--- src/rtl/ps2_gpio_rx.sv ---
// PS/2 device-to-host frame receiver for one forwarded GPIO channel.
// Synchronizes and glitch-filters the PS/2 clock, deframes 11-bit frames,
// checks start/stop framing and odd parity, and emits one-cycle strobes.
module ps2_gpio_rx #(
    parameter int unsigned FILTER_LEN     = 8,
    parameter int unsigned TIMEOUT_CYCLES = 100000
) (
    input  logic       clk,
    input  logic       reset,
    input  logic       ps2_clk_in,
    input  logic       ps2_dat_in,
    output logic [7:0] rx_data,
    output logic       rx_valid,
    output logic       rx_parity_err,
    output logic       rx_frame_err,
    output logic       rx_timeout,
    output logic       busy
);

    localparam int unsigned CW = $clog2(FILTER_LEN + 1);
    localparam int unsigned TW = $clog2(TIMEOUT_CYCLES + 1);

    typedef enum logic [1:0] {
        IDLE   = 2'd0,
        SHIFT  = 2'd1,
        PARITY = 2'd2,
        STOP   = 2'd3
    } state_t;

    // Input conditioning and clock filter state
    logic          clk_meta_q, clk_meta_d;
    logic          clk_sync_q, clk_sync_d;
    logic          dat_meta_q, dat_meta_d;
    logic          dat_sync_q, dat_sync_d;
    logic          filt_clk_q, filt_clk_d;
    logic          filt_dly_q, filt_dly_d;
    logic          fall_q, fall_d;
    logic [CW-1:0] run_cnt_q, run_cnt_d;

    // Deframer state
    state_t        state_q, state_d;
    logic [2:0]    bit_cnt_q, bit_cnt_d;
    logic [7:0]    shift_q, shift_d;
    logic          parity_q, parity_d;
    logic [TW-1:0] timer_q, timer_d;

    // Registered outputs
    logic [7:0]    rx_data_q, rx_data_d;
    logic          rx_valid_q, rx_valid_d;
    logic          rx_parity_err_q, rx_parity_err_d;
    logic          rx_frame_err_q, rx_frame_err_d;
    logic          rx_timeout_q, rx_timeout_d;
    logic          busy_q, busy_d;

    // Synchronize both lines, filter the clock, and register its falling edge
    always_comb begin
        clk_meta_d = ps2_clk_in;
        clk_sync_d = clk_meta_q;
        dat_meta_d = ps2_dat_in;
        dat_sync_d = dat_meta_q;
        filt_clk_d = filt_clk_q;
        run_cnt_d  = '0;
        filt_dly_d = filt_clk_q;
        fall_d     = filt_dly_q & ~filt_clk_q;
        if (clk_sync_q != filt_clk_q) begin
            if (run_cnt_q == CW'(FILTER_LEN - 1)) begin
                filt_clk_d = clk_sync_q;
            end else begin
                run_cnt_d = run_cnt_q + CW'(1);
            end
        end
    end

    // Frame state machine: next state, timeout, and strobe generation
    always_comb begin
        state_d         = state_q;
        bit_cnt_d       = bit_cnt_q;
        shift_d         = shift_q;
        parity_d        = parity_q;
        rx_data_d       = rx_data_q;
        rx_valid_d      = 1'b0;
        rx_parity_err_d = 1'b0;
        rx_frame_err_d  = 1'b0;
        rx_timeout_d    = 1'b0;
        timer_d         = (fall_q || state_q == IDLE) ? '0 : timer_q + TW'(1);

        if (state_q != IDLE && !fall_q && timer_d == TW'(TIMEOUT_CYCLES - 1)) begin
            // Abandon a stalled partial frame
            rx_timeout_d = 1'b1;
            state_d      = IDLE;
            bit_cnt_d    = '0;
            shift_d      = '0;
        end else if (fall_q) begin
            unique case (state_q)
                IDLE: begin
                    if (!dat_sync_q) begin
                        state_d   = SHIFT;
                        bit_cnt_d = '0;
                    end else begin
                        rx_frame_err_d = 1'b1;
                    end
                end
                SHIFT: begin
                    shift_d = {dat_sync_q, shift_q[7:1]};
                    if (bit_cnt_q == 3'd7) begin
                        state_d = PARITY;
                    end else begin
                        bit_cnt_d = bit_cnt_q + 3'd1;
                    end
                end
                PARITY: begin
                    parity_d = dat_sync_q;
                    state_d  = STOP;
                end
                STOP: begin
                    state_d = IDLE;
                    if (!dat_sync_q) begin
                        rx_frame_err_d = 1'b1;
                    end else if (^{shift_q, parity_q}) begin
                        rx_data_d  = shift_q;
                        rx_valid_d = 1'b1;
                    end else begin
                        rx_parity_err_d = 1'b1;
                    end
                end
                default: state_d = IDLE;
            endcase
        end

        busy_d = (state_d != IDLE);
    end

    // All state registers with synchronous active-high reset
    always_ff @(posedge clk) begin
        if (reset) begin
            clk_meta_q      <= 1'b1;
            clk_sync_q      <= 1'b1;
            dat_meta_q      <= 1'b1;
            dat_sync_q      <= 1'b1;
            filt_clk_q      <= 1'b1;
            filt_dly_q      <= 1'b1;
            fall_q          <= 1'b0;
            run_cnt_q       <= '0;
            state_q         <= IDLE;
            bit_cnt_q       <= '0;
            shift_q         <= '0;
            parity_q        <= 1'b0;
            timer_q         <= '0;
            rx_data_q       <= '0;
            rx_valid_q      <= 1'b0;
            rx_parity_err_q <= 1'b0;
            rx_frame_err_q  <= 1'b0;
            rx_timeout_q    <= 1'b0;
            busy_q          <= 1'b0;
        end else begin
            clk_meta_q      <= clk_meta_d;
            clk_sync_q      <= clk_sync_d;
            dat_meta_q      <= dat_meta_d;
            dat_sync_q      <= dat_sync_d;
            filt_clk_q      <= filt_clk_d;
            filt_dly_q      <= filt_dly_d;
            fall_q          <= fall_d;
            run_cnt_q       <= run_cnt_d;
            state_q         <= state_d;
            bit_cnt_q       <= bit_cnt_d;
            shift_q         <= shift_d;
            parity_q        <= parity_d;
            timer_q         <= timer_d;
            rx_data_q       <= rx_data_d;
            rx_valid_q      <= rx_valid_d;
            rx_parity_err_q <= rx_parity_err_d;
            rx_frame_err_q  <= rx_frame_err_d;
            rx_timeout_q    <= rx_timeout_d;
            busy_q          <= busy_d;
        end
    end

    assign rx_data       = rx_data_q;
    assign rx_valid      = rx_valid_q;
    assign rx_parity_err = rx_parity_err_q;
    assign rx_frame_err  = rx_frame_err_q;
    assign rx_timeout    = rx_timeout_q;
    assign busy          = busy_q;

endmodule
--- config.mk ---
export PLATFORM = sky130hd
export DESIGN_NAME = ps2_gpio_rx
export DESIGN_NICKNAME = d
export VERILOG_FILES = /design/src/rtl/ps2_gpio_rx.sv
export SDC_FILE = /design/constraint.sdc
export NUM_CORES = 1
export LEC_CHECK = 0
export ABC_AREA = 1
export BUFFER_PORTS_ARGS = -buffer_cell sky130_fd_sc_hd__buf_2
export CELL_PAD_IN_SITES_DETAIL_PLACEMENT = 2
export CELL_PAD_IN_SITES_GLOBAL_PLACEMENT = 2
export CORE_MARGIN = 10
export CORE_UTILIZATION = 30
export DETAILED_ROUTE_END_ITERATION = 10
export PLACE_DENSITY = 0.72
export SYNTH_ARGS = -nofsm -noshare
export SYNTH_HDL_FRONTEND = slang
export SYNTH_SLANG_ARGS = --single-unit
--- constraint.sdc ---
create_clock -name clk -period 1.65 [get_ports clk]
set_input_delay 0 -clock clk [delete_from_list [all_inputs] [get_ports clk]]
set_output_delay 0 -clock clk [all_outputs]
set_load 0.1 [all_outputs]
==> results of run 1 <==
## layer usage
metal  routed length [um]  global-route usage (%)  share of wire, %
met1                 3990                    17.0                40
met2                 5610                    30.0                56
met3                  259                    2.93               2.6
met4                  153                    5.25               1.5
met5                    0                       0                 0
## critical path, cell delays in order (launching register included)
cell and delay [ns]:
dfxtp_4 0.39, ha_4 0.16, nand2_4 0.07, nor2_4 0.20, nand3_2 0.14, o21bai_2 0.14
nand3_1 0.17, nor2_4 0.16, nand3_4 0.12, nand2_4 0.11, buf_16 0.13, nor2_4 0.03
## cells in the mapped netlist, drive strengths merged
cell    count  area (um2)
nand2      70         268
nor2       69         319
dfxtp      55        1100
inv        45         169
nand3      28         155
o21ai      19        95.1
nor3       16        85.1
nand4       9        56.3
clkbuf      5        18.8
a21oi       4        20.0
ha          4        50.1
nand3b      4        30.0
or2         4        25.0
xnor2       3        26.3
xor2        3        26.3
a22oi       2        15.0
buf         2        18.8
o211ai      2        15.0
o21bai      2        18.8
a211o       1        8.76
a211oi      1        7.51
a31oi       1        6.26
nor3b       1        7.51
nor4        1        6.26
o22ai       1        6.26
## final cells by class
type                       count  area (um2)
sequential                    55        1130
timing repair buffer          89         681
clock inverter                 3        28.8
inverter                      45         169
fill                         966        4620
tap                          105         131
clock buffer                   5        68.8
multi-input combinational    245        1440
## final timing paths
kind	from	end	slack, ns	depth (start not counted)
max reg2reg	timer_q[1]$_SDFF_PP0_	shift_q[4]$_SDFFE_PP0P_	-0.29	11
min	reset	filt_dly_q$_SDFF_PP1_	0.12	4
max	timer_q[1]$_SDFF_PP0_	shift_q[4]$_SDFFE_PP0P_	-0.29	11
min reg2reg	dat_meta_q$_SDFF_PP1_	dat_sync_q$_SDFF_PP1_	0.43	1
## power by group through the flow
stage | clock [uW] | sequential [uW] | combinational, uW
floorplan | 0 | 1360 | 25.7
CTS | 863 | 1330 | 61.3
finish | 838 | 1330 | 62.7
global route | 916 | 1330 | 69.3
detailed placement | 0 | 1370 | 45.1
global placement | 0 | 1370 | 44.0
## per-stage QoR
stage          area, um2  setup WS [ns]  hold WS (ns)
6_report            3640         -0.291         0.124
5_1_grt             3640         -0.400         0.156
4_1_cts             3540         -0.289         0.104
3_5_place_dp        3210         -0.357         0.196
3_3_place_gp        3210         -0.262         0.184
2_1_floorplan       2570         0.0274         0.104
## placed cells by master (no fill, tap or decap), drive strengths merged
cell type / instances
dlygate4sd3: 2
buf: 87
o21ai: 19
nand4: 9
a31oi: 1
xnor2: 3
nand3: 28
dfxtp: 55
a211o: 1
o22ai: 1
o21bai: 2
a21oi: 4
nor3b: 1
inv: 46
nand2: 70
nor4: 1
xor2: 3
nand3b: 4
a211oi: 1
nor3: 16
o211ai: 2
ha: 4
nor2: 69
clkinv: 2
clkbuf: 5
a22oi: 2
or2: 4
## state kept, by name, indices dropped and copies added, names as in the netlist, 2 cells and up
register / cells
timer_q: 17
state_q: 2
shift_q: 8
run_cnt_q: 4
bit_cnt_q: 3
rx_data: 8
## timing repair
action / CTS / global route
setup buffers: 6 / 4
endpoints found under the setup margin: 18 / 26
hold buffers: 2 / 0
hold endpoints to repair: 2 / 0
cloned: 1 / 0
pin swaps: 14 / 12
gates resized for setup: 42 / 26
## cells by family after synthesis
kind of cell    Yosys count  synth area share [%]
compound gates           33                  7.54
xor+xnor                  6                  2.06
fa+ha+maj                 4                  1.96
buf+inv                  52                  8.08
flops                    55                  43.1
simple gates            202                  37.3
==> results.ini, run 1 <==
[global_route]
grtUsageTotal_pct = 15.8
grt_pass1_vias = 3022
grt_pass1_wl_um = 16100
grt_max_degree = 24
gr-total-overflow = 0
antenna_found_initial = 0

[cts]
clkTransAtPathRegs_ns = 0.12
cts.sinks = 55
clock_latency_ns = 0.33
cts_root_buf = clkbuf_8
clock_path_buffers = 2
tritoncts.num_buffers = 5
h-tree-depth = 2
tritoncts = yes

[route]
routedWlPerCell_um = 18.3
drc = 0
drt_iter0_markers = 90
viasPerCell = 4.88
dr.pass1.iters = 4
vias = 2672
ant_nets = 0
routed_wl_um = 10000

[floorplanning]
die_w_um = 112
die_height_um = 112
start_util_pct = 30.9
core_mm2 = 0.00826
fp-row-count = 33
fp.dieArea_mm2 = 0.0126
io-pin-count = 17

[sta]
layout_setup_ws_ns = -0.291
fin_worst_skew_ns = 0.0142
min_period_over_period_pct = 118
period_needed_ns = 1.94
hold_viol = 0
drv_slew = 0
worstMarginPinSlew_ns = 0.529
fin_setup_tns_ns = -4.39
timing.fmax_ghz = 0.515
setup_viol = 16
rsz0062_at_grt = true
maxSlewHeadroom_pct = 64.4

[placed_design]
place_congestion = 0.835
placedCellCount = 526
io_buffers = 16
hpwlAfterDp_um = 6650

[synth]
synth_nets = 360
ys_types = 34
synth_area_per_cell_um2 = 7.26
syn_area_mm2 = 0.00255
synth-seq-area-share_pct = 43.1
yosysWarnings = 0
synthCells = 352
ys_seq_elements = 55

[cells_and_area]
layout.cells.non_filler = 547
fin_util_pct = 44.1
num_antenna_cells = 0
nets = 449
drive_gt1_share_pct = 38.2
syn_to_final_growth_pct = 42.5

[pwr]
swShare_pct = 25.2
clkPwrFrac_pct = 37.5
p_int_uw = 1670
p_total_uw = 2230
pwr_density_cell_mw_per_mm2 = 613
p_leak_uw = 0.00156
ir_drop_v = 0.000392
switching_power_uw = 561
comb_power_share_pct = 2.8
pwr-share-seq_pct = 59.7

[setup_path]
cp.arrival_ns = 2.15
path_class = flop to flop
cp_max_fo = 6
setup.worst_path.start_class = flop
critPathCaptureType = flop
crit_required_ns = 1.86

[min_path]
hp-class = input pin to flop

[flow_run]
cap_violations = 0

[run_status]
violations = setup timing
status = complete, but fails checks

(Power assumes the default switching activity.)
==> run 2, diff against run 1 <==
--- a/config.mk
+++ b/config.mk
@@ -12,6 +12,7 @@
 export CORE_MARGIN = 10
 export CORE_UTILIZATION = 30
 export DETAILED_ROUTE_END_ITERATION = 10
+export GPL_TIMING_DRIVEN = 0
 export PLACE_DENSITY = 0.72
 export SYNTH_ARGS = -nofsm -noshare
 export SYNTH_HDL_FRONTEND = slang
==> constraint.sdc (replaced) <==
create_clock -name clk -period 1.65 [get_ports clk]
set_input_delay 0.165 -clock clk [delete_from_list [all_inputs] [get_ports clk]]
set_output_delay 0.165 -clock clk [all_outputs]
set_load 0.1 [all_outputs]
==> results.ini, run 2 (synthesis gave the netlist of run 1 again) <==
[global_route]
gr-total-overflow = 0
grt_max_degree = 19
grtUsageTotal_pct = 12.7
antenna_found_initial = 0
grt_pass1_vias = 2668
grt_pass1_wl_um = 13400

[setup_path]
slowest_stage = dfxtp_2
crit_buf_inv = 3
crit_required_ns = 1.86
r2r_cells = 12
crit_chain = nor2_1 -> nor2_4 -> buf_4 -> nand2_1 -> nor2_1 -> nand3_1 -> nor2_4 -> nand3_2 -> nand2_4 -> buf_6 -> buf_8 -> nor2_2
critical-path-top-delay-family = simple AND/OR/NAND/NOR gates
crit_path_max_incr_delay_ns = 0.41
r2r_start = state_q[0]$_SDFF_PP0_
regToRegEndpoint = shift_q[3]$_SDFFE_PP0P_
r2r_slack_ns = -0.34
setup.worst_path.start_class = flop
cp.arrival_ns = 2.20
cp_max_fo = 10
critPathCaptureType = flop
path_class = flop to flop

[sta]
hold_viol = 0
drv_slew = 0
timing.fmax_ghz = 0.502
min_period_over_period_pct = 121
period_needed_ns = 1.99
layout_setup_ws_ns = -0.342
maxSlewHeadroom_pct = 56.7
holdWs_ns = 0.0170
rsz0062_at_grt = true
worstMarginPinSlew_ns = 0.650
fin_worst_skew_ns = 0.0186
setup_viol = 23

[floorplanning]
io-pin-count = 17
die_w_um = 112
fp-row-count = 33
start_util_pct = 30.9
core_mm2 = 0.00826
fp.dieArea_mm2 = 0.0126
die_height_um = 112

[placed_design]
hpwlAfterDp_um = 5570
io_buffers = 16
place_congestion = 0.762
dpl_cell_area_mm2 = 0.00278
pre_cts_ws_ns = -0.356

[cts]
cts_root_buf = clkbuf_8
tritoncts = yes
clock_latency_ns = 0.32
h-tree-depth = 2
ctsHoldBuffers = 0
cts.sinks = 55
tritoncts.num_buffers = 5
clkTransAtPathRegs_ns = 0.12
clock_path_buffers = 2

[cells_and_area]
fin_area_mm2 = 0.00317
final_common_cell = nand2_1
regMostFlops = timer_q
drive_gt1_share_pct = 24.7
final_cell_mix = nand2_1 (63), nor2_1 (48), dfxtp_1 (45)
fin_util_pct = 38.3
nets = 399
syn_to_final_growth_pct = 23.9
num_antenna_cells = 0
fill_cells = 979
largest_reg_flops = 17

[route]
routedWlPerCell_um = 15.6
dr.pass1.iters = 3
routed_wl_um = 7770
drc = 0
ant_nets = 0
viasPerCell = 4.86
vias = 2414
drt_iter0_markers = 54

[min_path]
whs_path_depth = 2
hp-class = input pin to flop
worst_hold_path.endpoint = dat_meta_q$_SDFF_PP1_
min_from = ps2_dat_in

[flow_run]
cap_violations = 0

[run_status]
status = complete, but fails checks
violations = setup timing

[pwr]
p_leak_uw = 0.00130
pwr_density_cell_mw_per_mm2 = 738
ir_drop_v = 0.000361

-- run 2: cell count changes in the layout (fill, tap and decap cells not counted), sizes merged --
cell	before	now
bufinv	0	1
clkbuf	5	10
dlygate4sd3	2	0
buf	87	34
clkinv	2	0
clkinvlp	0	1
-- run 2: how the worst max path moves through the flow --
stage          slack (ns)                  start  cells past startpoint                         to
2_1_floorplan        0.03  timer_q[1]$_SDFF_PP0_                     13    shift_q[1]$_SDFFE_PP0P_
3_3_place_gp        -0.32  timer_q[1]$_SDFF_PP0_                     13    shift_q[1]$_SDFFE_PP0P_
3_5_place_dp        -0.36  timer_q[1]$_SDFF_PP0_                     13  bit_cnt_q[2]$_SDFFE_PP0P_
4_1_cts             -0.30  timer_q[0]$_SDFF_PP0_                     14  bit_cnt_q[2]$_SDFFE_PP0P_
5_1_grt             -0.49  state_q[0]$_SDFF_PP0_                     12    shift_q[3]$_SDFFE_PP0P_
6_report            -0.34  state_q[0]$_SDFF_PP0_                     12    shift_q[3]$_SDFFE_PP0P_
-- run 2: area by class of cell --
cell class | instances | area, um2 | area share (%)
inverter | 45 | 169 | 5.33
clock buffer | 5 | 68.8 | 2.17
multi-input combinational | 245 | 1360 | 43.1
buffer | 7 | 41.3 | 1.30
sequential | 55 | 1120 | 35.3
clock inverter | 3 | 46.3 | 1.46
timing repair buffer | 32 | 228 | 7.19
tap | 105 | 131 | 4.15
-- run 2: through the flow --
step	cells	total power (uW)	TNS [ns]
6_report	497	2340	-4.56
5_1_grt	497	2450	-8.34
4_1_cts	494	2390	-4.92
3_5_place_dp	473	1410	-5.52
3_3_place_gp	473	1410	-4.70
2_1_floorplan	352	1390	0
-- run 2: report_power, final --
part / switching [uW] / leakage, uW / internal [uW]
Sequential: 3.46 / 0.000450 / 1330
Clock: 490 / 0.0000548 / 458
Combinational: 35.4 / 0.000799 / 21.9
-- run 2: timing repair --
item                       CTS  global route
buffers inserted            12             5
pin swaps                   12            12
setup endpoints to repair   23            25
gates cloned                 1             0
resized for setup           19            24
-- run 2: layer usage --
metal,up-vias,GRT usage [%],part of all wire [%]
met5,-,0,0
met4,0,2.88,1.0
met3,8,2.93,2.5
met2,17,23.3,53
met1,1178,14.6,44
li1,1211,-,-
==> run 3, diff against run 2 <==
--- a/config.mk
+++ b/config.mk
@@ -14,6 +14,7 @@
 export DETAILED_ROUTE_END_ITERATION = 10
 export GPL_TIMING_DRIVEN = 0
 export PLACE_DENSITY = 0.72
+export SKIP_CTS_REPAIR_TIMING = 1
 export SYNTH_ARGS = -nofsm -noshare
 export SYNTH_HDL_FRONTEND = slang
 export SYNTH_SLANG_ARGS = --single-unit
==> results.ini, run 3 (synthesis gave the netlist of run 1 again) <==
[run_status]
status = complete, but fails checks
violations = setup timing

[setup_path]
setup.worst_path.start_class = flop
crit_required_ns = 1.87
path_class = flop to flop
r2r_cells = 12
cp.arrival_ns = 2.14
r2r_slack_ns = -0.27
cp_max_fo = 5
critPathCaptureType = flop

[min_path]
hp-class = input pin to flop
whs_path_depth = 2

[placed_design]
io_buffers = 16
dpl_cell_area_mm2 = 0.00278
hpwlAfterDp_um = 5570
place_congestion = 0.762

[pwr]
p_leak_uw = 0.00127
p_int_uw = 1810
pwr-share-seq_pct = 57.0
ir_drop_v = 0.000367
swShare_pct = 22.7
comb_power_share_pct = 2.3
clkPwrFrac_pct = 40.7
switching_power_uw = 531
pwr_density_cell_mw_per_mm2 = 741

[cells_and_area]
largest_reg_flops = 17
syn_to_final_growth_pct = 23.4
fin_util_pct = 38.2
drive_gt1_share_pct = 25.7
nets = 392
num_antenna_cells = 0
final_cell_mix = nand2_1 (62), dfxtp_1 (45), nor2_1 (44)
final_common_cell = nand2_1
regMostFlops = timer_q
fin_area_mm2 = 0.00315

[floorplanning]
die_height_um = 112
start_util_pct = 30.9
die_w_um = 112
fp.dieArea_mm2 = 0.0126
fp-row-count = 33
core_mm2 = 0.00826
io-pin-count = 17

[sta]
fin_worst_skew_ns = 0.0176
rsz0062_at_grt = true
worstMarginPinSlew_ns = 0.635
drv_slew = 0
maxSlewHeadroom_pct = 57.7
period_needed_ns = 1.92
layout_setup_ws_ns = -0.273
timing.fmax_ghz = 0.520
hold_viol = 0
setup_viol = 23
min_period_over_period_pct = 117

[global_route]
grtUsageTotal_pct = 11.9
grt_pass1_vias = 2587
antenna_found_initial = 0
grt_pass1_wl_um = 12700
grt_max_degree = 19
gr-total-overflow = 0

[cts]
tritoncts.num_buffers = 5
clock_path_buffers = 2
cts_root_buf = clkbuf_8
clkTransAtPathRegs_ns = 0.12
cts.sinks = 55
tritoncts = yes
clock_latency_ns = 0.32
h-tree-depth = 2

[route]
drt_iter0_markers = 67
routedWlPerCell_um = 15.6
routed_wl_um = 7660
dr.pass1.iters = 4
viasPerCell = 4.90
ant_nets = 0
drc = 0
vias = 2399

[flow_run]
cap_violations = 0

## run 3: cell count changes in the layout (fill, tap and decap cells not counted), moves of 2 or more
| cell | previous run | this run |
|---|---|---|
| nor2_2 | 11 | 16 |
| buf_4 | 12 | 8 |
| nor2_1 | 48 | 44 |
| buf_6 | 4 | 1 |
| nand3_1 | 23 | 20 |
| nand3_2 | 2 | 4 |
| nor3_1 | 15 | 13 |
| nor3_2 | 0 | 2 |
## run 3: critical path: stages (launching register included)
cell and delay [ns]:
dfxtp_1 0.42, nand2_2 0.15, inv_1 0.14, nand2_2 0.08
o21ai_1 0.21, nor2_1 0.09, nor2_2 0.10, nand2_2 0.08
nor2_4 0.13, nand3_4 0.12, nand2_4 0.13, clkbuf_16 0.16
nor2_2 0.03
## run 3: final timing paths
check,end,start
worst max-delay path,bit_cnt_q[1]$_SDFFE_PP0P_,timer_q[3]$_SDFF_PP0_
worst min-delay path,dat_meta_q$_SDFF_PP1_,ps2_dat_in
worst max register to register,bit_cnt_q[1]$_SDFFE_PP0P_,timer_q[3]$_SDFF_PP0_
worst min register to register,fall_q$_SDFF_PP0_,filt_dly_q$_SDFF_PP1_
## run 3: layout make-up
| type | instances | area [um2] |
|---|---|---|
| Sequential cell | 55 | 1120 |
| Inverter | 45 | 169 |
| Timing Repair Buffer | 25 | 169 |
| Fill cell | 985 | 5100 |
| Clock inverter | 3 | 46.3 |
| Buffer | 7 | 46.3 |
| Tap cell | 105 | 131 |
| Clock buffer | 5 | 68.8 |
| Multi-Input combinational cell | 245 | 1400 |
## run 3: power groups by stage
stage	Combinational, uW	Clock (uW)	Sequential [uW]
floorplan	25.7	0	1360
finish	53.4	952	1330
detailed placement	42.1	0	1370
global placement	41.9	0	1370
CTS	42.4	996	1340
global route	58.9	1050	1330
## run 3: layer usage
layer  track usage [%]  vias up  wire, um
met5                 0        -         0
met4              3.64        0       116
met3              2.72       11       228
met2              21.2       23      3910
met1              13.9     1172      3400
li1                  -     1193         -
## run 3: stage by stage
stage / hold slack, ns / setup slack [ns] / cells / setup TNS, ns / power, uW
4_1_cts: 0.00828 / -0.375 / 481 / -6.06 / 2370
3_5_place_dp: 0.357 / -0.356 / 473 / -5.52 / 1410
5_1_grt: 0.00365 / -0.392 / 490 / -7.43 / 2440
3_3_place_gp: 0.349 / -0.320 / 473 / -4.70 / 1410
2_1_floorplan: 0.269 / 0.0274 / 352 / 0 / 1390
6_report: 0.0144 / -0.273 / 490 / -3.71 / 2340
